**config.mk**
```make
export PLATFORM = sky130hd
export DESIGN_NAME = match_prio_enc
export DESIGN_NICKNAME = d
export VERILOG_FILES = /design/src/rtl/fcam_pkg.sv /design/src/rtl/prio_enc4.sv /design/src/rtl/match_prio_enc.sv
export SDC_FILE = /design/constraint.sdc
export NUM_CORES = 1
export LEC_CHECK = 0
export CAP_MARGIN = 20
export CORE_AREA = 3 3 121 134
export DETAILED_ROUTE_END_ITERATION = 8
export DIE_AREA = 0 0 124 137
export PLACE_DENSITY_LB_ADDON = 0.12
export SLEW_MARGIN = 20
export SYNTH_ARGS = -nofsm -noshare
export SYNTH_HDL_FRONTEND = slang
export SYNTH_SLANG_ARGS = --single-unit
```
**constraint.sdc**
```tcl
create_clock -name clk -period 2.2 [get_ports clk]
set_clock_uncertainty 0.2 [all_clocks]
set_input_delay 0.44 -clock clk [delete_from_list [all_inputs] [get_ports clk]]
set_output_delay 0.44 -clock clk [all_outputs]
set_load 0.05 [all_outputs]
```
**src/rtl/fcam_pkg.sv**
```systemverilog
// Shared FractCAM definitions: slice grid geometry and the per-slice / per-group
// priority results exchanged between the AND stage and the match encoder.
package fcam_pkg;

    localparam int SLICE_W      = 4;
    localparam int GROUP_SLICES = 4;

    typedef struct packed {
        logic       any;
        logic       multi;
        logic [1:0] loc;
    } slice_res_t;

    typedef struct packed {
        logic       any;
        logic       multi;
        logic [3:0] idx;
    } group_res_t;

    function automatic int clog2(input int value);
        int res;
        int v;
        res = 0;
        v   = value - 1;
        while (v > 0) begin
            res++;
            v = v >>> 1;
        end
        return res;
    endfunction

endpackage

```
**src/rtl/prio_enc4.sv**
```systemverilog
// Combinational 4-way priority reduction: lowest set input wins, multi flags two or
// more set inputs or any already-multi input from the level below.
module prio_enc4
    import fcam_pkg::*;
(
    input  logic [SLICE_W-1:0] any_i,
    input  logic [SLICE_W-1:0] multi_i,
    output logic               any_o,
    output logic               multi_o,
    output logic [1:0]         loc_o
);

    logic two_plus;

    always_comb begin
        // NOTE: every output gets a default before the priority chain, so no latch is inferred.
        loc_o    = 2'd0;
        two_plus = (any_i[0] & any_i[1]) | (any_i[0] & any_i[2]) | (any_i[0] & any_i[3]) |
                   (any_i[1] & any_i[2]) | (any_i[1] & any_i[3]) | (any_i[2] & any_i[3]);
        any_o    = |any_i;
        multi_o  = (|multi_i) | two_plus;
        if (any_i[0])      loc_o = 2'd0;
        else if (any_i[1]) loc_o = 2'd1;
        else if (any_i[2]) loc_o = 2'd2;
        else if (any_i[3]) loc_o = 2'd3;
    end

endmodule

```
**src/rtl/match_prio_enc.sv**
```systemverilog
// Three-stage pipelined lowest-index priority encoder for the FractCAM match vector,
// with valid/ready handshakes and a pass-through lookup tag.
module match_prio_enc
    import fcam_pkg::*;
#(
    parameter  int D     = 64,
    parameter  int TAG_W = 8,
    localparam int IDX_W = clog2(D)
) (
    input  logic             clk,
    input  logic             rst_n,
    input  logic             s_valid,
    output logic             s_ready,
    input  logic [D-1:0]     s_match,
    input  logic [TAG_W-1:0] s_tag,
    output logic             m_valid,
    input  logic             m_ready,
    output logic             m_hit,
    output logic             m_multi,
    output logic [IDX_W-1:0] m_idx,
    output logic [TAG_W-1:0] m_tag
);

    localparam int NS     = D / SLICE_W;
    localparam int NG     = NS / GROUP_SLICES;
    localparam int NG_PAD = 16;

    logic en;

    slice_res_t [NS-1:0] s1_res_w, s1_res_d, s1_res_q;
    logic                s1_valid_d, s1_valid_q;
    logic [TAG_W-1:0]    s1_tag_d, s1_tag_q;

    group_res_t [NG-1:0] s2_grp_w, s2_grp_d, s2_grp_q;
    logic                s2_valid_d, s2_valid_q;
    logic [TAG_W-1:0]    s2_tag_d, s2_tag_q;

    logic                m_valid_d, m_valid_q;
    logic                m_hit_d, m_hit_q;
    logic                m_multi_d, m_multi_q;
    logic [IDX_W-1:0]    m_idx_d, m_idx_q;
    logic [TAG_W-1:0]    m_tag_d, m_tag_q;

    // S1: one encoder per 4-bit slice of the incoming vector.
    for (genvar k = 0; k < NS; k++) begin : g_s1
        logic       any, multi;
        logic [1:0] loc;
        prio_enc4 u_enc (
            .any_i   (s_match[k*SLICE_W +: SLICE_W]),
            .multi_i ('0),
            .any_o   (any),
            .multi_o (multi),
            .loc_o   (loc)
        );
        assign s1_res_w[k] = '{any: any, multi: multi, loc: loc};
    end

    logic [NS-1:0] s1_any, s1_multi;

    always_comb begin
        for (int k = 0; k < NS; k++) begin
            s1_any[k]   = s1_res_q[k].any;
            s1_multi[k] = s1_res_q[k].multi;
        end
    end

    // S2: per 16-bit group, pick the first hit slice and append its in-slice location.
    for (genvar g = 0; g < NG; g++) begin : g_s2
        logic       any, multi;
        logic [1:0] sel;
        prio_enc4 u_enc (
            .any_i   (s1_any[g*GROUP_SLICES +: GROUP_SLICES]),
            .multi_i (s1_multi[g*GROUP_SLICES +: GROUP_SLICES]),
            .any_o   (any),
            .multi_o (multi),
            .loc_o   (sel)
        );
        assign s2_grp_w[g] = '{any: any, multi: multi,
                               idx: {sel, s1_res_q[g*GROUP_SLICES + int'(sel)].loc}};
    end

    // S3: groups are padded to 16 so a fixed two-level 4-way tree covers every legal D.
    logic [NG_PAD-1:0]      pad_any, pad_multi;
    logic [NG_PAD-1:0][3:0] pad_idx;

    always_comb begin
        pad_any   = '0;
        pad_multi = '0;
        pad_idx   = '0;
        for (int g = 0; g < NG; g++) begin
            pad_any[g]   = s2_grp_q[g].any;
            pad_multi[g] = s2_grp_q[g].multi;
            pad_idx[g]   = s2_grp_q[g].idx;
        end
    end

    logic [3:0]      l3a_any, l3a_multi;
    logic [3:0][1:0] l3a_loc;

    for (genvar h = 0; h < 4; h++) begin : g_s3
        prio_enc4 u_enc (
            .any_i   (pad_any[h*4 +: 4]),
            .multi_i (pad_multi[h*4 +: 4]),
            .any_o   (l3a_any[h]),
            .multi_o (l3a_multi[h]),
            .loc_o   (l3a_loc[h])
        );
    end

    logic       top_any, top_multi;
    logic [1:0] top_loc;
    logic [7:0] idx_full;

    prio_enc4 u_s3_top (
        .any_i   (l3a_any),
        .multi_i (l3a_multi),
        .any_o   (top_any),
        .multi_o (top_multi),
        .loc_o   (top_loc)
    );

    assign idx_full = {top_loc, l3a_loc[top_loc], pad_idx[{top_loc, l3a_loc[top_loc]}]};

    always_comb begin
        en         = !m_valid_q || m_ready;
        s_ready    = en;
        s1_valid_d = s1_valid_q;
        s1_res_d   = s1_res_q;
        s1_tag_d   = s1_tag_q;
        s2_valid_d = s2_valid_q;
        s2_grp_d   = s2_grp_q;
        s2_tag_d   = s2_tag_q;
        m_valid_d  = m_valid_q;
        m_hit_d    = m_hit_q;
        m_multi_d  = m_multi_q;
        m_idx_d    = m_idx_q;
        m_tag_d    = m_tag_q;
        if (en) begin
            s1_valid_d = s_valid;
            s1_res_d   = s1_res_w;
            s1_tag_d   = s_tag;
            s2_valid_d = s1_valid_q;
            s2_grp_d   = s2_grp_w;
            s2_tag_d   = s1_tag_q;
            m_valid_d  = s2_valid_q;
            m_hit_d    = top_any;
            m_multi_d  = top_multi;
            m_idx_d    = IDX_W'(idx_full);
            m_tag_d    = s2_tag_q;
        end
    end

    always_ff @(posedge clk or negedge rst_n) begin
        if (!rst_n) begin
            s1_valid_q <= 1'b0;
            s1_res_q   <= '0;
            s1_tag_q   <= '0;
            s2_valid_q <= 1'b0;
            s2_grp_q   <= '0;
            s2_tag_q   <= '0;
            m_valid_q  <= 1'b0;
            m_hit_q    <= 1'b0;
            m_multi_q  <= 1'b0;
            m_idx_q    <= '0;
            m_tag_q    <= '0;
        end else begin
            // NOTE: non-blocking assignments so every stage samples the pre-edge value of the one before.
            s1_valid_q <= s1_valid_d;
            s1_res_q   <= s1_res_d;
            s1_tag_q   <= s1_tag_d;
            s2_valid_q <= s2_valid_d;
            s2_grp_q   <= s2_grp_d;
            s2_tag_q   <= s2_tag_d;
            m_valid_q  <= m_valid_d;
            m_hit_q    <= m_hit_d;
            m_multi_q  <= m_multi_d;
            m_idx_q    <= m_idx_d;
            m_tag_q    <= m_tag_d;
        end
    end

    assign m_valid = m_valid_q;
    assign m_hit   = m_hit_q;
    assign m_multi = m_multi_q;
    assign m_idx   = m_idx_q;
    assign m_tag   = m_tag_q;

endmodule

```
== Word level (Yosys, flattened, before mapping) ==
Index checks and enable logic that the tools add are counted.
Cells by class
  add/subtract/negate cells: 3
  $lt $le $gt $ge: 5
  multiplexer cells: 97
  bitwise operators: 236
  reduce and logical (&&, ||, !) cells: 28
Operators with widths (number)
  $mux 2: 91
  $and 1x1->1: 126
  $or 1x1->1: 110
  $reduce_or 4->1: 26
  $bmux 4 s4: 3
  $bmux 4 s2: 2
  $add 4x2->5 const A: 2
  $lt 2x5->1 const B: 2
  $lt 5x5->1 const B: 2
  $lt 4x5->1 const B: 1
  $add 3x2->4 const A: 1
  $mux 4: 1
  $logic_not 1->1: 1
  $logic_or 1x1->1: 1
Storage, ports and cells
  bits in registers: 123
  input bits: 76
  output and inout bits: 18
  logic and storage cells: 438

== Depth between registers and ports, before layout ==
Gate-level depths: netlist of run 1.
  word-level depth: 8
  depth in mapped cells: 6
  depth with buffers taken out: 4

== Hierarchy ==
A second synthesis of run 1 with hierarchy kept.
Second synthesis, totals
  cells, all modules: 819
  area, all modules: 6431.2 µm²
Modules (own cells, without submodules)
  match_prio_enc: instances 1, cells each 544, area an instance 4992.3 µm², sequential area each 3078.0 µm²
  prio_enc4: instances 25, cells each 11, area an instance 57.6 µm², sequential area each 0.0 µm²

== Worst setup path after synthesis of run 1 ==
No wires, ideal clock.
  path kind: reg-to-output
  start point: reg m_valid_q (netlist: m_valid)
  end point: out s_ready
  data arrival time: 1.663 ns
  data required time: 1.560 ns
  path slack: -0.103 ns
  stages on the path, launching flop included: 5
  buffers on the path: 2
  cell sequence: dfrtp_1 nor2b_2 inv_1 buf_2 clkbuf_1
On the way
  cells in the longest elaborated chain, start to end: 2
RTL lines
  from (decl): line match_prio_enc.sv:38  | logic m_valid_d, m_valid_q;
  from (signal assigned): line match_prio_enc.sv:174  | m_valid_q <= m_valid_d;
  $logic_not 1->1: line match_prio_enc.sv:125  | en = !m_valid_q || m_ready;
  $logic_or 1x1->1: line match_prio_enc.sv:125
  to (decl): line match_prio_enc.sv:13  | output logic s_ready,
Every way passes these cells.

== Worst setup path after layout of run 1 ==
  start point: in m_ready
  end point: out s_ready
On the way
  cells in the longest elaborated chain, start to end: 1
RTL lines
  from (decl): line match_prio_enc.sv:17  | input logic m_ready,
  $logic_or 1x1->1: line match_prio_enc.sv:125
Every way passes these cells.

==> results of run 1 <==
-- repair_timing --
item | in CTS | in global routing
gates resized for setup | 8 | 0
endpoints found under the hold margin | 31 | 0
buffers inserted | 0 | 2
setup endpoints to repair | 8 | 1
gates cloned | 0 | 0
hold buffers | 1 | 0
-- synthesized netlist by cell type, drive strengths merged (6+ instances only) --
cell,instances
a211oi,8
a21oi,33
a22o,6
a31oi,10
buf,22
clkbuf,18
dfrtp,123
inv,27
maj3,21
nand2,140
nand2b,10
nor2,88
nor2b,6
nor3,15
nor4,8
o21ai,15
o31ai,30
o41ai,20
or3,10
or4b,7
-- power groups by stage --
stage,registers [W],logic (W),clock network [W]
after global placement,0.00309,0.00202,0
after floorplan,0.00336,0.000962,0
after CTS,0.00306,0.00202,0.00307
final,0.00306,0.00201,0.00301
after global routing,0.00312,0.00221,0.00318
after detailed placement,0.00310,0.00206,0
-- critical path: stages --
cell and delay (ns):
clkdlybuf4s50_1 0.53, nor2b_4 0.07, inv_2 0.14, buf_4 0.24
-- sequential cells by signal, indices dropped and copies added (netlist names) --
signal,cells
m_hit,1
m_idx,6
m_multi,1
m_tag,8
m_valid,1
pad_any,4
pad_idx,16
pad_multi,4
s1_any,16
s1_multi,16
s1_res_q,32
s1_tag_q,8
s1_valid_q,1
s2_tag_q,8
s2_valid_q,1
-- how the worst min path moves through the flow --
stage / start / endpoint / slack (ns) / depth (start not counted)
2_1_floorplan: rst_n / m_hit / -0.06 / 0
3_3_place_gp: rst_n / s1_multi[13] / 0.23 / 1
3_5_place_dp: rst_n / s1_multi[13] / 0.23 / 1
4_1_cts: m_tag[5] / m_tag[5] / 0.26 / 2
5_1_grt: s2_tag_q[5] / s2_tag_q[5] / 0.28 / 2
6_report: m_tag[2] / m_tag[2] / 0.26 / 2
-- metal layers --
layer	wire [um]	part of all wire	track usage
met1	6518	0.48	0.2277
met4	218	0.016	0.06452
met2	6288	0.46	0.2531
met3	644	0.047	0.04093
met5	0	0	0
-- area by class of cell --
| cell class | count | area (um^2) |
|---|---|---|
| Clock buffer | 19 | 442.9 |
| Timing Repair Buffer | 116 | 1144 |
| Fill cell | 1415 | 7277 |
| Multi-Input combinational cell | 465 | 2569 |
| Tap cell | 196 | 245.2 |
| Sequential cell | 123 | 3078 |
| Clock inverter | 13 | 197.7 |
| Inverter | 27 | 101.3 |
-- cells by family after synthesis --
| kind of cell | share of synthesized area |
|---|---|
| adder cells (fa/ha/maj) | 0.03549 |
| AND/OR/NAND/NOR | 0.2254 |
| flip-flops | 0.5196 |
| buffers and inverters | 0.04753 |
| AO/OA/AOI/OAI | 0.1719 |
-- stage by stage --
stage / TNS (ns) / std cells / power (W)
finish: 0 / 959 / 0.008073
global route: 0 / 959 / 0.008505
CTS: 0 / 957 / 0.008155
detailed placement: -0.1630 / 924 / 0.005164
global placement: -0.04962 / 924 / 0.005110
floorplan: 0 / 655 / 0.004324
==> results.yml, run 1 <==
global_route:
  antenna_found_initial: 0
  grt_pass1_wl_mm: 22.32
  grt_overflow: 0
  grt_pass1_vias: 4719
  grt_max_degree: 57
  grtUsageTotal: 0.1660
setup_path:
  rr_endpoint: "pad_idx[5]"
  r2r_cells: 5
  r2r-start: "m_valid"
  critPathLaunchType: "input pin"
  crit_fanout: 8
  startpoint: "m_ready"
  crit_path_end_kind: "primary output"
  cp_data_arrival_time_ns: 1.42
  required_ns: 1.56
  rrSetupSlack_ns: 0.31
  critPathKind: "input pin to primary output"
  endpoint: "s_ready"
finish:
  drive_gt1_frac: 0.09043
  nets: 826
  antenna-diode-count: 0
  final_util: 0.5166
  fin_area_um2: 7777
  mostFrequentLayoutCells: "nand2_1, dfrtp_1, nor2_1"
  syn_to_final_growth_pct: 31.31
  final_common_cell: "nand2_1"
floorplanning:
  rows: 47
  die_y_um: 137
  io_pins: 94
  die_w_um: 124
  start_util: 0.3935
  core_area_um2: 15050
  die-area_um2: 16990
routing:
  viasPerCell: 5.211
  num_vias: 4997
  wl_per_cell_um: 14.25
  drt_first_pass_iters: 5
  drc: 0
  drt-total-wl_mm: 13.67
  antenna_left: 0
  drt-initial-drc-count: 372
sta:
  fin_ws_ns: 0.1447
  setup-violations-final: 0
  hold_violations: 0
  min_period_ns: 2.055
  rsz0062_at_grt: "false"
  period_share: 0.9342
  worstMarginPinSlew_ns: 0.5352
  relSlewSlack: 0.6405
  drv_slew: 0
  clock.fmax_ghz: 0.4865
  holdWs_ns: 0.2569
synth:
  ys_top_cells_by_area: "dfrtp_1, nand2_1, nor2_1, o31ai_1, maj3_1"
  synthDominantCellAreaShare: 0.5196
  syn-cell-area_um2: 5923
  syn-num-nets: 731
  synth_seq_area_share: 0.5196
  yosysWarnings: 0
  ys.flop_type: "dfrtp_1"
  synth_enable_flop_cells: 0
  netlist_instances: 655
  avgSynthCellArea_um2: 9.043
  ys_ff_latch: 123
  synth_cell_type_count: 39
  ys_async_sr_fraction: 1.000
  yosys.area.top_type: "dfrtp_1"
cts:
  clockBufferDepth: 2
  tritoncts: "built"
  numCtsBuffers: 17
  worstSkewPairLatency_ns: 0.42
  htree_num_levels: 4
  path_clk_slew_ns: 0.06
  cts.sinks: 123
  cts-root-buf: "clkbuf_16"
pwr:
  pwr-share-seq: 0.379
  power.leakage_nw: 3.281
  power_frac_comb: 0.248
  cellPowerDensity_nw_per_um2: 1038
  ir_drop_uv: 605.8
  p_switching_w: 0.002530
  share_clk_of_total_power: 0.373
  internal_power_w: 0.005542
  swShare: 0.3135
placed_design:
  dp_slack_ns: -0.08475
  hpwlAfterDp_mm: 9.855
  gp_congestion: 0.7996
  io_buffers: 93
  place_area_um2: 7122
run:
  cap_viol_max_count: 0
hold_path:
  hold_path.class: "flop to flop"
status:
  status: "completed"
Note: power is estimated with default switching activity, not from simulation.
==> run 2, diff against run 1 <==
Settings changed: CAP_MARGIN 20 to 15.
==> results of run 2 <==
No change in the layout: final DEF, timing and power equal those of run 1.
==> run 3, diff against run 2 <==
Settings changed: CORE_AREA 3 3 121 134 to 3 3 125 139, DIE_AREA 0 0 124 137 to 0 0 128 142, SYNTH_HIERARCHICAL set to 1.
==> results.yml, run 3 <==
finish:
  largest_reg_flops: 32
  syn_to_final_growth_pct: 34.22
  final.fill_count: 1651
  final_util: 0.5333
  antenna-diode-count: 0
  drive_gt1_frac: 0.05882
  nets: 1117
  final_common_cell: "nand2_1"
  mostFrequentLayoutCells: "nand2_1, conb_1, dfrtp_1"
  top_register: "s1_res_q"
cts:
  cts.sinks: 123
  worstSkewPairLatency_ns: 0.41
  clockBufferDepth: 2
  postCtsSetupBuffers: 0
  tritoncts: "built"
  htree_num_levels: 4
  numCtsBuffers: 17
  path_clk_slew_ns: 0.05
  cts-root-buf: "clkbuf_16"
synth:
  ys_top_cells_by_area: "dfrtp_1, nand2_1, a211oi_1, mux4_2, nor2_1"
  yosys.area.top_type: "dfrtp_1"
  synthDominantCellAreaShare: 0.4786
  ys_async_sr_fraction: 1.000
  synth_seq_area_share: 0.4786
  netlist_instances: 819
  synthTopCellsByCount: "nand2_1, dfrtp_1, nor2_1"
  yosysMostFrequentCell: "nand2_1"
  yosysWarnings: 6
  avgSynthCellArea_um2: 7.852
  synth_cell_type_count: 24
  ys_ff_latch: 123
  synth_enable_flop_cells: 0
  syn-cell-area_um2: 6431
  ys.flop_type: "dfrtp_1"
pwr:
  pwr-share-seq: 0.394
  p_switching_w: 0.002873
  internal_power_w: 0.005519
  power.leakage_nw: 4.264
  share_clk_of_total_power: 0.323
  power_frac_comb: 0.283
  swShare: 0.3424
  cellPowerDensity_nw_per_um2: 972.2
  ir_drop_uv: 582.1
setup_path:
  cpPeakStageDelay_ns: 0.44
  critPathLaunchType: "input pin"
  required_ns: 1.56
  critPathKind: "input pin to primary output"
  cp_data_arrival_time_ns: 1.44
  cp.buffers_inverters: 3
  crit_path_end_kind: "primary output"
  cp_slowest_cell: "clkdlybuf4s50_1"
  cpLargestDelayFamily: "buffers and inverters"
  crit_chain: "clkdlybuf4s50_1 > nor2b_4 > clkinv_2 > buf_4"
  crit_fanout: 5
routing:
  drt-total-wl_mm: 14.10
  drc: 0
  antenna_left: 0
  drt-initial-drc-count: 307
  drt_first_pass_iters: 4
  viasPerCell: 4.579
  num_vias: 5760
  wl_per_cell_um: 11.21
global_route:
  grtUsageTotal: 0.1642
  grt_overflow: 0
  antenna_found_initial: 0
  grt_pass1_vias: 5331
  grt_pass1_wl_mm: 24.33
  grt_max_degree: 124
floorplanning:
  die_w_um: 128
  io_pins: 94
  start_util: 0.3973
  die-area_um2: 18180
  rows: 49
  die_y_um: 142
  core_area_um2: 16190
sta:
  min_period_ns: 2.078
  setup-violations-final: 0
  period_share: 0.9444
  fin_tns_setup_ns: 0
  hold_violations: 0
  rsz0062_at_grt: "false"
  clock.fmax_ghz: 0.4813
  relSlewSlack: 0.3854
  drv_slew: 0
  worstMarginPinSlew_ns: 0.9149
  holdWs_ns: 0.2561
run:
  cap_viol_max_count: 0
placed_design:
  io_buffers: 93
  hpwlAfterDp_mm: 9.814
  gp_congestion: 0.7419
status:
  status: "completed"
hold_path:
  hold_path.class: "flop to flop"
[run 3: worst register-to-register path: stages (launching register included)]
cell and delay (ns):
dfrtp_1 0.42, nand2b_1 0.16, a21oi_1 0.34, mux4_2 0.57
nand2_1 0.08, nand2_1 0.06
[run 3: layer usage]
layer / up-vias / routed length (um) / track usage
met5: - / 0 / 0
met4: 0 / 142 / 0.05475
met3: 11 / 477 / 0.04167
met2: 80 / 6928 / 0.2730
met1: 2624 / 6554 / 0.2101
li1: 3045 / - / -
[run 3: logic make-up after synthesis]
| group | Yosys count | synth area share |
|---|---|---|
| AO/OA/AOI/OAI | 105 | 0.1035 |
| other | 1 | 0.0005831 |
| AND/OR/NAND/NOR | 519 | 0.3333 |
| flip-flops | 123 | 0.4786 |
| buffers and inverters | 54 | 0.03735 |
| multiplexers | 17 | 0.04669 |
[run 3: power groups by stage]
stage	combinational [W]	clock, W	sequential (W)
after global placement	0.00240	0	0.00334
after detailed placement	0.00244	0	0.00335
after global routing	0.00266	0.00290	0.00340
after CTS	0.00241	0.00280	0.00332
final	0.00237	0.00271	0.00331
after floorplan	0.00127	0	0.00364
[run 3: final timing paths]
check | cells past startpoint | endpoint | slack (ns) | start
max | 4 | s_ready | 0.12 | m_ready
min | 2 | m_tag[7] | 0.26 | m_tag[7]
max reg2reg | 5 | pad_idx[1] | 0.27 | s1_any[2]
min reg2reg | 2 | m_tag[7] | 0.26 | m_tag[7]
max in group asynchronous | 3 | s1_res_q[16] | 0.79 | rst_n
min in group asynchronous | 3 | m_valid | 0.43 | rst_n
[run 3: stage by stage]
step           std cells  instance area, um^2  power, W  setup WS [ns]
6_report            1258                 8632  0.008392         0.1222
5_1_grt             1258                 8632  0.008966        0.07971
4_1_cts             1258                 8632  0.008520         0.1032
3_5_place_dp        1225                 8050  0.005798        0.09840
3_3_place_gp        1225                 8050  0.005745        0.09634
2_1_floorplan        948                 6915  0.004902         0.1866
[run 3: layout make-up]
cell class,count,area (um^2),share of cell area
inverter,26,98.84,0.01145
multi-input combinational,771,3605,0.4176
timing repair buffer,102,1013,0.1174
tap,204,255.2,0.02957
clock buffer,24,491.7,0.05696
clock inverter,8,90.09,0.01044
sequential,123,3078,0.3566
[run 3: what timing repair did]
item,4_1_cts,5_1_grt
hold buffers,1,0
gates resized for setup,8,0
endpoints found under the hold margin,123,0
endpoints found under the setup margin,8,0
